$ cat src/rtl/output_buffer_pkg.sv
// Shared layernorm constants: input-side and output-side buffer defaults.
package output_buffer_pkg;

    localparam int unsigned IB_DEPTH   = 8;
    localparam int unsigned IB_WIDTH   = 16;

    localparam int unsigned OB_DEPTH   = 8;
    localparam int unsigned OB_WIDTH   = 9;
    localparam int unsigned OB_VEC_LEN = 8;

endpackage

$ cat src/rtl/output_buffer_if.sv
// Write/read/status bundle of the layernorm output buffer.
interface output_buffer_if
    import output_buffer_pkg::*;
#(
    parameter int unsigned DEPTH = OB_DEPTH,
    parameter int unsigned WIDTH = OB_WIDTH
);
    localparam int unsigned CNT_W = $clog2(DEPTH) + 1;

    logic             i_clr;
    logic             i_wr_en;
    logic [WIDTH-1:0] i_wr_data;
    logic             i_ready;
    logic             o_valid;
    logic [WIDTH-1:0] o_data;
    logic             o_last;
    logic             o_vec_done;
    logic             o_full;
    logic             o_empty;
    logic [CNT_W-1:0] o_count;
    logic             o_overflow;

    // Producer/consumer side
    modport master (
        output i_clr, i_wr_en, i_wr_data, i_ready,
        input  o_valid, o_data, o_last, o_vec_done, o_full, o_empty, o_count, o_overflow
    );

    // Buffer side
    modport slave (
        input  i_clr, i_wr_en, i_wr_data, i_ready,
        output o_valid, o_data, o_last, o_vec_done, o_full, o_empty, o_count, o_overflow
    );
endinterface

$ cat src/rtl/output_buffer.sv
// Show-ahead circular buffer with vector framing for the layernorm output stage.
module output_buffer
    import output_buffer_pkg::*;
#(
    parameter int unsigned DEPTH   = OB_DEPTH,
    parameter int unsigned WIDTH   = OB_WIDTH,
    parameter int unsigned VEC_LEN = OB_VEC_LEN
) (
    input  logic               i_clk,
    input  logic               i_rstn,
    output_buffer_if.slave     bus
);
    localparam int unsigned PTR_W = $clog2(DEPTH);
    localparam int unsigned CNT_W = PTR_W + 1;
    localparam int unsigned IDX_W = (VEC_LEN > 1) ? $clog2(VEC_LEN) : 1;

    logic [WIDTH-1:0] mem_q [DEPTH];
    logic [WIDTH-1:0] mem_d [DEPTH];
    logic [PTR_W-1:0] wr_ptr_q, wr_ptr_d;
    logic [PTR_W-1:0] rd_ptr_q, rd_ptr_d;
    logic [CNT_W-1:0] count_q, count_d;
    logic [IDX_W-1:0] out_idx_q, out_idx_d;
    logic             overflow_q, overflow_d;
    logic             vec_done_q, vec_done_d;

    logic full_c, empty_c, valid_c, last_c, pop_c, push_c, idx_wrap_c;

    // Status and handshake decode from registered state
    always_comb begin
        full_c     = (count_q == CNT_W'(DEPTH));
        empty_c    = (count_q == '0);
        valid_c    = !empty_c;
        idx_wrap_c = (out_idx_q == IDX_W'(VEC_LEN - 1));
        last_c     = valid_c && idx_wrap_c;
        pop_c      = valid_c && bus.i_ready;
        push_c     = bus.i_wr_en && (!full_c || pop_c);
    end

    // Next-state: clear overrides any same-cycle push/pop
    always_comb begin
        mem_d      = mem_q;
        wr_ptr_d   = wr_ptr_q;
        rd_ptr_d   = rd_ptr_q;
        count_d    = count_q;
        out_idx_d  = out_idx_q;
        overflow_d = overflow_q;
        vec_done_d = 1'b0;
        if (bus.i_clr) begin
            wr_ptr_d   = '0;
            rd_ptr_d   = '0;
            count_d    = '0;
            out_idx_d  = '0;
            overflow_d = 1'b0;
        end else begin
            vec_done_d = pop_c && last_c;
            if (bus.i_wr_en && full_c && !pop_c) begin
                overflow_d = 1'b1;
            end
            if (push_c) begin
                mem_d[wr_ptr_q] = bus.i_wr_data;
                wr_ptr_d        = wr_ptr_q + PTR_W'(1);
            end
            if (pop_c) begin
                rd_ptr_d  = rd_ptr_q + PTR_W'(1);
                out_idx_d = idx_wrap_c ? '0 : out_idx_q + IDX_W'(1);
            end
            case ({push_c, pop_c})
                2'b10:   count_d = count_q + CNT_W'(1);
                2'b01:   count_d = count_q - CNT_W'(1);
                default: count_d = count_q;
            endcase
        end
    end

    // State registers, storage included in the asynchronous reset
    always_ff @(posedge i_clk or negedge i_rstn) begin
        if (!i_rstn) begin
            for (int i = 0; i < int'(DEPTH); i++) begin
                mem_q[i] <= '0;
            end
            wr_ptr_q   <= '0;
            rd_ptr_q   <= '0;
            count_q    <= '0;
            out_idx_q  <= '0;
            overflow_q <= 1'b0;
            vec_done_q <= 1'b0;
        end else begin
            mem_q      <= mem_d;
            wr_ptr_q   <= wr_ptr_d;
            rd_ptr_q   <= rd_ptr_d;
            count_q    <= count_d;
            out_idx_q  <= out_idx_d;
            overflow_q <= overflow_d;
            vec_done_q <= vec_done_d;
        end
    end

    assign bus.o_valid    = valid_c;
    assign bus.o_data     = empty_c ? '0 : mem_q[rd_ptr_q];
    assign bus.o_last     = last_c;
    assign bus.o_vec_done = vec_done_q;
    assign bus.o_full     = full_c;
    assign bus.o_empty    = empty_c;
    assign bus.o_count    = count_q;
    assign bus.o_overflow = overflow_q;

endmodule

$ cat src/flat_wrapper.sv
// flat-port wrapper written by rule: the top's interface ports become plain ports
module output_buffer_flat import output_buffer_pkg::*;
#(
    parameter int unsigned DEPTH   = OB_DEPTH,
    parameter int unsigned WIDTH   = OB_WIDTH,
    parameter int unsigned VEC_LEN = OB_VEC_LEN
)
  (i_clk, i_rstn, bus_i_clr, bus_i_wr_en, bus_i_wr_data, bus_i_ready, bus_o_valid, bus_o_data, bus_o_last, bus_o_vec_done, bus_o_full, bus_o_empty, bus_o_count, bus_o_overflow);
  output_buffer_if #(.DEPTH(DEPTH), .WIDTH(WIDTH)) bus_i ();
  input  logic i_clk;
  input  logic i_rstn;
  input wire logic [$bits(bus_i.i_clr)-1:0] bus_i_clr;
  input wire logic [$bits(bus_i.i_wr_en)-1:0] bus_i_wr_en;
  input wire logic [$bits(bus_i.i_wr_data)-1:0] bus_i_wr_data;
  input wire logic [$bits(bus_i.i_ready)-1:0] bus_i_ready;
  output wire logic [$bits(bus_i.o_valid)-1:0] bus_o_valid;
  output wire logic [$bits(bus_i.o_data)-1:0] bus_o_data;
  output wire logic [$bits(bus_i.o_last)-1:0] bus_o_last;
  output wire logic [$bits(bus_i.o_vec_done)-1:0] bus_o_vec_done;
  output wire logic [$bits(bus_i.o_full)-1:0] bus_o_full;
  output wire logic [$bits(bus_i.o_empty)-1:0] bus_o_empty;
  output wire logic [$bits(bus_i.o_count)-1:0] bus_o_count;
  output wire logic [$bits(bus_i.o_overflow)-1:0] bus_o_overflow;
  assign bus_i.i_clr = bus_i_clr;
  assign bus_i.i_wr_en = bus_i_wr_en;
  assign bus_i.i_wr_data = bus_i_wr_data;
  assign bus_i.i_ready = bus_i_ready;
  assign bus_o_valid = bus_i.o_valid;
  assign bus_o_data = bus_i.o_data;
  assign bus_o_last = bus_i.o_last;
  assign bus_o_vec_done = bus_i.o_vec_done;
  assign bus_o_full = bus_i.o_full;
  assign bus_o_empty = bus_i.o_empty;
  assign bus_o_count = bus_i.o_count;
  assign bus_o_overflow = bus_i.o_overflow;
  output_buffer #(.DEPTH(DEPTH), .WIDTH(WIDTH), .VEC_LEN(VEC_LEN)) u_core (.i_clk(i_clk), .i_rstn(i_rstn), .bus(bus_i));
endmodule
$ cat config.mk
export PLATFORM = sky130hd
export DESIGN_NAME = output_buffer_flat
export DESIGN_NICKNAME = d
export VERILOG_FILES = /design/src/rtl/output_buffer_pkg.sv /design/src/rtl/output_buffer_if.sv /design/src/rtl/output_buffer.sv /design/src/flat_wrapper.sv
export SDC_FILE = /design/constraint.sdc
export NUM_CORES = 1
export LEC_CHECK = 0
export BUFFER_PORTS_ARGS = -buffer_cell sky130_fd_sc_hd__buf_4
export CORE_ASPECT_RATIO = 0.5
export CORE_MARGIN = 2
export CORE_UTILIZATION = 30
export DETAILED_ROUTE_END_ITERATION = 6
export SETUP_SLACK_MARGIN = 0.1
export SYNTH_ARGS = -nofsm -noshare
export SYNTH_HDL_FRONTEND = slang
export SYNTH_SLANG_ARGS = --single-unit
$ cat constraint.sdc
create_clock -name i_clk -period 3.7 [get_ports i_clk]
set_input_delay 0.37 -clock i_clk [delete_from_list [all_inputs] [get_ports i_clk]]
set_output_delay 0.37 -clock i_clk [all_outputs]
set_load 0.1 [all_outputs]
; ---- After elaboration in Yosys (flattened, before gate mapping)
; Cells that the tools add are included.
[totals]
reg_bits = 87
latch_bits = 0
mem_bits_rw = 0
rom_bits = 0
in_bits = 14
out_inout_bits = 19
elab_cells = 65
n_memories = 0
[classes]
add_sub_neg = 5
multipliers = 0
div_mod_pow = 0
n_lt_le_gt_ge = 3
n_eq_ne = 4
shift = 0
n_mux = 19
bitwise = 3
n_reduce_logical = 17
[ops]
columns = operator, n
row1 = $bwmux 72, 1
row2 = $mux 9, 4
row3 = $bmux 9 s3, 1
row4 = $demux 9 s3, 1
row5 = $mux 3, 7
row6 = $add 3x1->3 const B, 3
row7 = $ge 4x4->1 const B, 2
row8 = $not 3->4, 2
row9 = $pmux 4 s2, 1
row10 = $logic_and 1x1->1, 7
row11 = $reduce_bool 2->1, 3
row12 = $add 4x1->4 const B, 1
row13 = $eq 4x4->1 const B, 1
row14 = $logic_not 4->1, 1
row15 = $lt 4x1->1 const B, 1
row16 = $mux 4, 1
row17 = $sub 4x1->4 const B, 1
row18 = $eq 3x3->1 const B, 1
row19 = $logic_not 1->1, 3
row20 = $mux 1, 3
row21 = $reduce_bool 3->1, 1
row22 = $eq 2x1->1 const B, 1
row23 = $eq 2x2->1 const B, 1
row24 = $reduce_and 2->1, 1
row25 = 2 further kinds, 2

; ---- Longest topological paths before layout
[logic_depth]
word_depth = 8
mapped_depth = 10
depth_no_buf = 8

; ---- Least setup slack after synthesis
; Ideal clock, no wire load.
[synth_path]
path_kind = flip-flop to output port
startpoint = register u_core.count_q[1] (netlist: u_core.bus.o_count[1])
endpoint = output port bus_o_data[0]
arrival_ns = 3.914
setup_slack_ns = -0.584
stages_incl_launch_ff = 7
cell_sequence = dfrtp_1 > buf_6 > or4_1 > buf_2 > inv_2 > clkbuf_1 > nor2_1
[synth_via]
elab_chain_len = 2
[synth_lines]
columns = item, line
row1 = "start, declared", output_buffer.sv:21  ; logic [CNT_W-1:0] count_q, count_d;
row2 = "start signal, assigned", output_buffer.sv:91  ; count_q <= count_d;
row3 = $logic_not 4->1, output_buffer.sv:31  ; empty_c = (count_q == '0);
row4 = net bus_o_empty, flat_wrapper.sv:21  ; output wire logic [$bits(bus_i.o_empty)-1:0] bus_o_empty;
row5 = $mux 9, output_buffer.sv:99  ; assign bus.o_data = empty_c ? '0 : mem_q[rd_ptr_q];
row6 = "end, declared", flat_wrapper.sv:17  ; output wire logic [$bits(bus_i.o_data)-1:0] bus_o_data;
; The timed path passes the listed nets, and every way through them passes these cells.

; ---- Worst setup path in the final report
[layout_path]
startpoint = register u_core.count_q[3] (netlist: u_core.bus.o_count[3])
endpoint = register u_core.count_q[3] (netlist: u_core.bus.o_count[3])
[layout_via]
elab_chain_len = 8
[layout_lines]
columns = item, line
row1 = $logic_not 4->1, output_buffer.sv:31
row2 = $logic_not 1->1, output_buffer.sv:32  ; valid_c = !empty_c;
row3 = $logic_and 1x1->1, output_buffer.sv:35  ; pop_c = valid_c && bus.i_ready;
row4 = $logic_or 1x1->1, output_buffer.sv:36  ; push_c = bus.i_wr_en && (!full_c || pop_c);
row5 = $logic_and 1x1->1, output_buffer.sv:36
row6 = $eq 2x1->1 or $eq 2x2->1 (tied branches), output_buffer.sv:67  ; case ({push_c, pop_c})
row7 = $pmux 4 s2, output_buffer.sv:67
row8 = $mux 4, output_buffer.sv:48  ; if (bus.i_clr) begin
; Parallel ways exist; a longest one is shown, timed or not.
; A chain may end at the register's enable or synchronous reset.

==> out/results.txt <==
status -> complete, no violations
max incr delay on CP -> 680 ps
Slew Limit Headroom -> 44.9%
largest net degree at the start of global routing -> 66
DRC violations left -> 0
post-synthesis sequential area ratio -> 51.6%
CP dominant cell by count -> nor2_1
switching portion of total power -> 43.9%
via count -> 2,438
Tot Pwr -> 3.86 mW
CP endpoint kind -> register
highest clock rate -> 359 MHz
Setup Crit Path Kind -> reg -> reg
CTS tree -> built
area share of the largest cell type after synthesis -> 51.6%
CTS root buffer -> clkbuf_16
period utilization -> 75.4%
setup bufs post-CTS -> 0
P_sw -> 1.70 mW
Post-CTS Hold Fix Bufs -> 0
number of CTS-inserted buffers -> 9
sequential cell area -> 2180 um^2
RSZ-0062 raised after global routing -> false
CTS Sinks -> 87
Port Buf Inserts -> 32
Internal Dissipation -> 2.17 mW
Setup crit start kind -> register
later-pin clock latency in the skew report -> 340 ps
CP cell instances -> or4_1 > inv_2 > nor2_1 > ha_1 > o21a_1 > nor2_1 > o311a_1 > mux2_2
cell count along the critical path -> 8
largest delay contributor family on the critical path -> simple AND/OR/NAND/NOR gates
Logic pwr share -> 44.9%
final WL -> 8310 um
final hold vios -> 0
pre-CTS setup slack -> 930 ps
sequential power share -> 33.3%
CORE AREA -> 13,600 um^2
#FFs+latches synth -> 87
Clk network pwr share -> 21.7%
total track usage -> 12.0%
Die ar. -> 15,100 um^2
WL/cell -> 16.0 um
post-synth cell types -> 36
final instance area -> 4930 um^2
Final setup violation count -> 0
Final Skew -> 8.99 ps
Placed Area -> 4660 um^2
Reg clk slew, reported paths -> 60 ps
Die W -> 172 um
worst hold path class -> in -> async
Worst Path Arrival -> 3010 ps
min cycle time layout -> 2790 ps
Core Rows -> 30
height of the die -> 87.9 um
area delta synth->final -> 16.8%
grt total ovfl -> 0
first-pass GRT wire length -> 13,500 um
CP max stage cell -> or4_1
Mapped Area -> 4220 um^2
Final WS setup -> 912 ps
Synth area leader -> dfrtp_1
number of max-slew violations in the final report -> 0
pwr dens -> 784 nW/um^2
Yosys warning total -> 0
worst slew pin tran -> 827 ps
CTS Buffer Depth -> 2
area of the multi-input gates -> 1960 um^2
WP data required -> 3920 ps
antenna violations before repair -> 0
Ant. Diodes -> 0
Iter 0 DRT Violations -> 119
drt via density -> 4.71
post_cts resized -> 0
number of top-level pins -> 33
Placer Congestion -> 0.769
R2R cell count -> 8
fill cell count -> 1,317
gate count after technology mapping -> 291
max-cap violations -> 0
P_leak -> 2.22 nW
share of layout cells above drive strength 1 -> 48.5%
Syn Nets -> 311
peak supply drop -> 0.344 mV
hpwl dp -> 5220 um
htree depth -> 3
Nets -> 341
iteration count of the initial detailed-routing pass -> 4
Avg Cell Area, Syn -> 14.5 um^2
Worst Path Buf+Inv -> 1
CP max FO -> 13
post-route antenna net violation count -> 0
initial core utilization -> 31.0%
Synth area leaders -> dfrtp_1 (52%), mux2_2 (19%), mux4_2 (9.6%), mux2i_1 (2.6%), nand3_4 (2.5%)
vias in the first global route -> 2,463
==> worst paths after layout <==
path | from | slack, ps | endpoint
setup / recovery | u_core.bus.o_count[3] | 910 | u_core.bus.o_count[3]
hold / removal | i_rstn | 130 | u_core.mem_q[61]
setup reg to reg | u_core.bus.o_count[3] | 910 | u_core.bus.o_count[3]
hold reg to reg | u_core.mem_q[10] | 500 | u_core.mem_q[10]
max in group asynchronous | i_rstn | 2750 | u_core.mem_q[65]
min in group i_clk | bus_i_wr_data[6] | 310 | u_core.mem_q[6]
==> stage by stage <==
step	util, %	TNS, ps	hold WS (ps)	std cells
after floorplan	-	-407	74.4	291
after global placement	34.2	0	472	502
after detailed placement	34.2	0	488	502
after CTS	36.2	0	169	518
after global routing	36.2	0	198	518
final	36.2	0	130	518
==> registers in the layout (all words and copies together) (netlist names) <==
signal,cells
u_core.bus.o_count,4
u_core.bus.o_overflow,1
u_core.bus.o_vec_done,1
u_core.mem_q,72
u_core.out_idx_q,3
u_core.rd_ptr_q,3
u_core.wr_ptr_q,3
==> cell type report <==
class,instances,area share [%]
Tap cell,192,4.87
Sequential cell,87,44.3
Inverter,3,0.228
Timing Repair Buffer,35,5.33
Clock inverter,6,0.888
Clock buffer,10,4.64
Multi-Input combinational cell,185,39.8
==> per-layer routing <==
| metal | up-vias | routed length [um] | global-route usage [%] | share of wire, % |
|---|---|---|---|---|
| li1 | 1135 | - | - | - |
| met3 | 9 | 318 | 3.16 | 3.8 |
| met4 | 0 | 128 | 4.81 | 1.5 |
| met1 | 1259 | 4100 | 16.0 | 49 |
| met2 | 35 | 3760 | 18.9 | 45 |
| met5 | - | 0 | 0 | 0 |
==> power by group through the flow <==
stage | Clock [mW] | Combinational, mW | Sequential [mW]
after floorplan | 0 | 1.36 | 1.35
after CTS | 0.867 | 1.76 | 1.29
final | 0.840 | 1.74 | 1.29
after global placement | 0 | 1.75 | 1.30
after global routing | 0.903 | 1.84 | 1.32
after detailed placement | 0 | 1.76 | 1.30
==> kinds of logic after synthesis <==
logic type | share of synthesized area (%)
xor gates and xnor gates | 1.45
AOI/OAI and AO/OA | 2.55
DFF | 51.6
buffers and inverters | 2.13
and+or+nand+nor | 8.81
adders and majority gates | 1.78
muxes | 31.7
==> layout by cell type (no fill, tap or decap), types with 3 or more instances in the layout <==
cell type / n
nor2_1: 20
nor2_2: 3
a21oi_1: 5
mux2_2: 72
nand3_4: 6
mux2i_1: 11
mux4_2: 18
clkbuf_16: 9
xnor2_1: 3
nor2b_1: 4
buf_4: 35
dfrtp_2: 4
nand2_1: 5
nand3_1: 4
ha_1: 6
o21ai_0: 3
dfrtp_1: 83
xor2_1: 4
==> cell usage after synthesis <==
cell,instances
ha_1,6
nand2b_1,1
nand3_1,4
inv_2,1
buf_1,2
o21ai_0,3
buf_2,3
mux4_2,18
or4b_4,1
or4_1,1
xnor2_1,3
nand4_4,2
nand2_1,5
inv_1,2
nand3_4,6
nor2_1,23
mux2_2,72
nor3b_1,1
mux2_1,1
and3b_1,1
xor2_1,4
nor2b_1,4
clkbuf_1,9
a31oi_1,2
nor3_1,2
buf_6,2
a21oi_1,5
dfrtp_1,87
a211oi_2,1
o311a_1,2
nand3b_1,1
o211ai_1,1
or3_1,1
mux2i_1,11
o21a_1,2
and2_1,1
==> worst reg2reg max path, delay by kind of cell (launching register included) <==
kind / cells / cell delay (ps)
AND/OR/NAND/NOR: 3 / 840
flip-flops: 1 / 440
AO/OA/AOI/OAI: 2 / 420
adder cells (fa/ha/maj): 1 / 350
buffers and inverters: 1 / 340
multiplexers: 1 / 280
No activity file was read; power rests on OpenSTA's default activity.
